### config.mk
export PLATFORM = sky130hd
export DESIGN_NAME = sha256_block_ctrl
export DESIGN_NICKNAME = d
export VERILOG_FILES = /design/src/rtl/sha256_ctrl_pkg.sv /design/src/rtl/sha256_step_counter.sv /design/src/rtl/sha256_block_ctrl.sv
export SDC_FILE = /design/constraint.sdc
export NUM_CORES = 1
export LEC_CHECK = 0
export ABC_AREA = 1
export CAP_MARGIN = 15
export CORE_ASPECT_RATIO = 0.75
export CORE_MARGIN = 5
export CORE_UTILIZATION = 32
export CTS_CLUSTER_DIAMETER = 200
export DETAILED_ROUTE_END_ITERATION = 10
export SYNTH_ARGS = -nofsm -noshare
export SYNTH_HDL_FRONTEND = slang
export SYNTH_HIERARCHICAL = 1
export SYNTH_SLANG_ARGS = --single-unit
### constraint.sdc
create_clock -name CLK -period 4.2 [get_ports CLK]
set_clock_uncertainty 0.15 [all_clocks]
set_input_delay 1.05 -clock CLK [delete_from_list [all_inputs] [get_ports CLK]]
set_output_delay 1.05 -clock CLK [all_outputs]
set_load 0.02 [all_outputs]
### src/rtl/sha256_ctrl_pkg.sv
// Shared types and defaults for the SHA-256 block controller.
// Holds the FSM state enum, default sizes and a small max helper.
package sha256_ctrl_pkg;

    typedef enum logic [2:0] {
        ST_IDLE,
        ST_HASH_INIT,
        ST_LOAD,
        ST_COMP_SET,
        ST_COMPRESS,
        ST_HASH_SUM
    } sha_ctrl_state_t;

    localparam int SHA_ROUNDS     = 64;
    localparam int SHA_LOAD_WORDS = 16;
    localparam int SHA_SUM_CYCLES = 1;
    localparam int SHA_BLK_W      = 16;

    function automatic int max2(input int a, input int b);
        return (a > b) ? a : b;
    endfunction

endpackage

### src/rtl/sha256_step_counter.sv
// Clearable up-counter that wraps to zero after reaching TERM.
// Ports: CLK, RESET_N, clear, enable; wrap (enable at TERM), count.
module sha256_step_counter #(
    parameter int W    = 6,
    parameter int TERM = 15
) (
    input  logic         CLK,
    input  logic         RESET_N,
    input  logic         clear,
    input  logic         enable,
    output logic         wrap,
    output logic [W-1:0] count
);

    localparam logic [W-1:0] TERM_V = W'(TERM);

    assign wrap = enable && (count == TERM_V);

    always_ff @(posedge CLK or negedge RESET_N) begin
        if (!RESET_N) begin
            count <= '0;
        end else if (clear) begin
            count <= '0;
        end else if (enable) begin
            count <= wrap ? '0 : count + 1'b1;
        end
    end

endmodule

### src/rtl/sha256_block_ctrl.sv
// Block sequencer for the SHA-256 datapath: IV init, message load,
// compression rounds and hash sum, with chaining, stall and abort.
// Inputs: CLK, RESET_N, START, FIRST_BLOCK, LAST_BLOCK, MSG_VALID, ABORT.
// Outputs: SET_HASH, LOAD_EN/LOAD_IDX, SET_COMPRESSION, COMPRESSION_EN,
// ROUND_IDX, LD_HASH, BUSY, BLOCK_DONE, DONE, BLOCK_CNT.
module sha256_block_ctrl
    import sha256_ctrl_pkg::*;
#(
    parameter int ROUNDS     = SHA_ROUNDS,
    parameter int LOAD_WORDS = SHA_LOAD_WORDS,
    parameter int SUM_CYCLES = SHA_SUM_CYCLES,
    parameter int BLK_W      = SHA_BLK_W,
    localparam int IDX_W     = $clog2(max2(ROUNDS, LOAD_WORDS))
) (
    input  logic             CLK,
    input  logic             RESET_N,
    input  logic             START,
    input  logic             FIRST_BLOCK,
    input  logic             LAST_BLOCK,
    input  logic             MSG_VALID,
    input  logic             ABORT,
    output logic             SET_HASH,
    output logic             LOAD_EN,
    output logic [IDX_W-1:0] LOAD_IDX,
    output logic             SET_COMPRESSION,
    output logic             COMPRESSION_EN,
    output logic [IDX_W-1:0] ROUND_IDX,
    output logic             LD_HASH,
    output logic             BUSY,
    output logic             BLOCK_DONE,
    output logic             DONE,
    output logic [BLK_W-1:0] BLOCK_CNT
);

    localparam int SUM_W = (SUM_CYCLES > 1) ? $clog2(SUM_CYCLES) : 1;
    localparam logic [SUM_W-1:0] SUM_LAST = SUM_W'(SUM_CYCLES - 1);

    sha_ctrl_state_t  state_q, state_d;
    logic             last_q;
    logic [SUM_W-1:0] sum_cnt;
    logic             blk_done_q;
    logic             done_q;
    logic [BLK_W-1:0] blk_cnt_q;

    logic             ld_wrap, rnd_wrap;
    logic [IDX_W-1:0] ld_cnt, rnd_cnt;
    logic             cnt_clear;
    logic             accept;
    logic             sum_last;
    logic             block_end;

    assign cnt_clear = ABORT || (state_q == ST_IDLE);
    assign accept    = (state_q == ST_IDLE) && START && !ABORT;
    assign sum_last  = (state_q == ST_HASH_SUM) && (sum_cnt == SUM_LAST);
    // An abort on the last sum cycle suppresses completion.
    assign block_end = sum_last && !ABORT;

    sha256_step_counter #(
        .W    (IDX_W),
        .TERM (LOAD_WORDS - 1)
    ) u_load_cnt (
        .CLK     (CLK),
        .RESET_N (RESET_N),
        .clear   (cnt_clear),
        .enable  (LOAD_EN),
        .wrap    (ld_wrap),
        .count   (ld_cnt)
    );

    sha256_step_counter #(
        .W    (IDX_W),
        .TERM (ROUNDS - 1)
    ) u_round_cnt (
        .CLK     (CLK),
        .RESET_N (RESET_N),
        .clear   (cnt_clear),
        .enable  (COMPRESSION_EN),
        .wrap    (rnd_wrap),
        .count   (rnd_cnt)
    );

    always_ff @(posedge CLK or negedge RESET_N) begin
        if (!RESET_N) begin
            state_q <= ST_IDLE;
        end else begin
            state_q <= state_d;
        end
    end

    always_comb begin
        state_d         = state_q;
        SET_HASH        = 1'b0;
        LOAD_EN         = 1'b0;
        SET_COMPRESSION = 1'b0;
        COMPRESSION_EN  = 1'b0;
        LD_HASH         = 1'b0;
        BUSY            = (state_q != ST_IDLE);
        LOAD_IDX        = ld_cnt;
        ROUND_IDX       = rnd_cnt;
        unique case (state_q)
            ST_IDLE: begin
                if (accept) begin
                    state_d = FIRST_BLOCK ? ST_HASH_INIT : ST_LOAD;
                end
            end
            ST_HASH_INIT: begin
                SET_HASH = 1'b1;
                state_d  = ST_LOAD;
            end
            ST_LOAD: begin
                LOAD_EN = MSG_VALID;
                if (ld_wrap) begin
                    state_d = ST_COMP_SET;
                end
            end
            ST_COMP_SET: begin
                SET_COMPRESSION = 1'b1;
                state_d         = ST_COMPRESS;
            end
            ST_COMPRESS: begin
                COMPRESSION_EN = 1'b1;
                if (rnd_wrap) begin
                    state_d = ST_HASH_SUM;
                end
            end
            ST_HASH_SUM: begin
                LD_HASH = (sum_cnt == '0);
                if (sum_last) begin
                    state_d = ST_IDLE;
                end
            end
            default: state_d = ST_IDLE;
        endcase
        if (ABORT) begin
            state_d = ST_IDLE;
        end
    end

    always_ff @(posedge CLK or negedge RESET_N) begin
        if (!RESET_N) begin
            last_q     <= 1'b0;
            sum_cnt    <= '0;
            blk_done_q <= 1'b0;
            done_q     <= 1'b0;
            blk_cnt_q  <= '0;
        end else begin
            if (accept) begin
                last_q <= LAST_BLOCK;
            end

            if (state_q != ST_HASH_SUM || ABORT || sum_last) begin
                sum_cnt <= '0;
            end else begin
                sum_cnt <= sum_cnt + 1'b1;
            end

            blk_done_q <= block_end;

            if (accept) begin
                done_q <= 1'b0;
            end else if (block_end && last_q) begin
                done_q <= 1'b1;
            end

            if (state_q == ST_HASH_INIT && !ABORT) begin
                blk_cnt_q <= '0;
            end else if (block_end) begin
                blk_cnt_q <= blk_cnt_q + 1'b1;
            end
        end
    end

    assign BLOCK_DONE = blk_done_q;
    assign DONE       = done_q;
    assign BLOCK_CNT  = blk_cnt_q;

endmodule

==> impl_results.md <==
* Leak pwr at between 1 and 1.5 nW
* Die Span Y at 79.8 um
* Setup TNS at 0 ns
* DRT iter0 DRCs at 75
* Crit-path max FO at 2
* CTS Hold Buffers Added at 0
* Crit-path cells: clkdlybuf4s50_1, inv_1, nor2_1, clkdlybuf4s50_1
* Drt pass-1 iters at 4
* Async set or reset register ratio after synthesis at 100%
* # H-tree levels at 2
* Detailed-route via count at 1892
* Yosys cell types at 30
* Post-synthesis cell count at 284
* CP max stage delay at 0.62 ns
* Core ar. at 0.00632 mm2
* Synth warn at 6
* Element type at the critical path start: primary input
* Most common cell after layout, fill and taps aside: nand2_1
* Root Buffer: clkbuf_8
* Fmax at between 200 and 300 MHz
* CP Class: in -> out
* Pwr dens at 439 mW/mm2
* GRT Overall Usage at 13.5%
* Worst R2R Path Depth at 10
* IO Count at 43
* Worst hold path type: reg -> reg
* GP Congestion at 0.850
* Worst path most repeated cell: clkdlybuf4s50_1
* Mapped cell area at between 0.002 and 0.0025 mm2
* Hpwl dp at 3790 um
* Grt total ovfl at 0
* Share of cells above drive strength 1 at 11.1%
* Post-synth net total at 294
* Fin crit share at about 83%
* RSZ-0062 raised after global routing: no
* Syn avg cell area at ~7.3 um2
* Vias in the first global route at 1786
* Initial Utilization at 32.9%
* First-pass GRT wire length at about 8700 um
* Wirelength per Cell at between 10 and 15 um
* Num rows at 25
* Synth Flop Type: dfrtp_1
* R2R Setup Slk at 2.13 ns
* Latest clock arrival within the worst-skew pair at 0.29 ns
* Net count, final at 343
* N_diodes at 0
* Reg clk slew, reported paths at 0.08 ns
* Vias per cell at 4.56
* Final ANT Viol Nets at 0
* CTS resizes at 0
* Design area at 0.00272 mm2
* Fin. max-slew vios at 0
* Synth-to-Final Area Change at 31.0%
* Worst hold stages at 2
* Critical Path RT at around 3.0 ns
* Max Cap Viol at 0
* Clock sink total at 35
* Most frequent cells in the layout: nand2_1 (74), nor2_1 (46), clkdlybuf4s50_1 (42)
* Sequential area share after synthesis at 42.1%
* Critical Path AT at 2.30 ns
* CP max-delay cell: clkdlybuf4s50_1
* Setup crit end kind: primary output
* Post-Route WL at 5080 um
* PortBufs at 42
* Full die area at 0.00822 mm2
* Initial antenna violation count at 0
* Post-synth EDFFs at 0
* Status: finished clean
* Hold Fails Final Rpt at 0
* VDD IR max at 153 uV
* Inserted Clock Buffers at 5
* Final Setup Violations at 0
* Tmin final at 3.50 ns
* Post-CTS setup buffer count at 0
* Die W at 103 um
* Largest net degree at the start of global routing at 36
* CTS tree: yes
* Clock buffer depth at 2
* DR DRC count at 0
* DP Area at 0.00259 mm2
* Yosys reg bits at 35
critical path: cells and delay by family:
kind,cells,cell delay [ns]
buffers and inverters,3,1.10
and+or+nand+nor,1,0.14
final timing paths:
kind                       startpoint                    to
min                            last_q                  DONE
min reg2reg                    last_q                  DONE
max in group asynchronous     RESET_N          BLOCK_CNT[8]
max                         MSG_VALID               LOAD_EN
max reg2reg                state_q[2]            state_q[2]
min in group asynchronous     RESET_N  u_round_cnt/count[5]
state kept, by name, summed over array words and instances, names as in the netlist:
signal	count
state_q	3
DONE	1
u_round_cnt/count	6
BLOCK_CNT	16
sum_cnt	1
BLOCK_DONE	1
u_load_cnt/count	6
last_q	1
cells by family (layout without fill, tap and decap cells):
group                      after synthesis  count (layout)  share of synthesized area, %
AOI/OAI and AO/OA                       25              25                          7.41
and+or+nand+nor                        179             179                          39.4
adders and majority gates                3               3                          1.81
xor gates and xnor gates                 2               2                         0.843
DFF                                     35              35                          42.1
other                                    1               1                         0.180
buffers and inverters                   39              89                          8.25
metal layers:
metal	up-vias	routed length (um)	GRT usage, %
met5	-	0	0
met1	850	2540	18.8
met2	27	2310	20.4
met3	4	190	3.32
met4	0	36	4.27
li1	1011	-	-
through the flow:
stage / setup WS, ns / std cells / total power (W) / hold slack [ns] / utilization, %
after detailed placement: 0.694 / 407 / 0.000839 / 0.364 / 40.9
after global placement: 0.724 / 407 / 0.000834 / 0.362 / 40.9
after CTS: 0.686 / 415 / 0.00121 / 0.377 / 43.1
after floorplan: 1.40 / 284 / 0.000683 / 0.354 / -
after global routing: 0.631 / 415 / 0.00128 / 0.412 / 43.1
final: 0.701 / 415 / 0.00120 / 0.373 / 43.1
cells in the mapped netlist, types with 2 or more instances:
library cell  number  area share, %
a21oi_1            6            1.4
a21oi_2            5            2.1
dfrtp_1           35             42
ha_1               3            1.8
inv_1             30            5.4
inv_2              6            1.1
nand2_1           74             13
nand2_2            5            1.5
nand3_1           31            7.5
nand4_1            9            2.7
nor2_1            46            8.3
nor2_2             4            1.2
nor3_1             3           0.72
nor3_4             2            1.6
o21ai_0            6            1.4
o21ai_1            4           0.96
xor2_1             2           0.84
area by class of cell:
class	instances	area [um2]
sequential	35	876
multi-input combinational	210	1030
clock buffer	5	68.8
clock inverter	3	67.6
fill	667	3600
timing repair buffer	45	443
tap	81	101
inverter	36	135
power by group:
group          switching (W)  leakage [nW]  internal (W)
clock               0.000128        0.0644      0.000237
sequential         0.0000635         0.480      0.000378
combinational       0.000244         0.667      0.000146
Power figures use the tool's default switching activity.
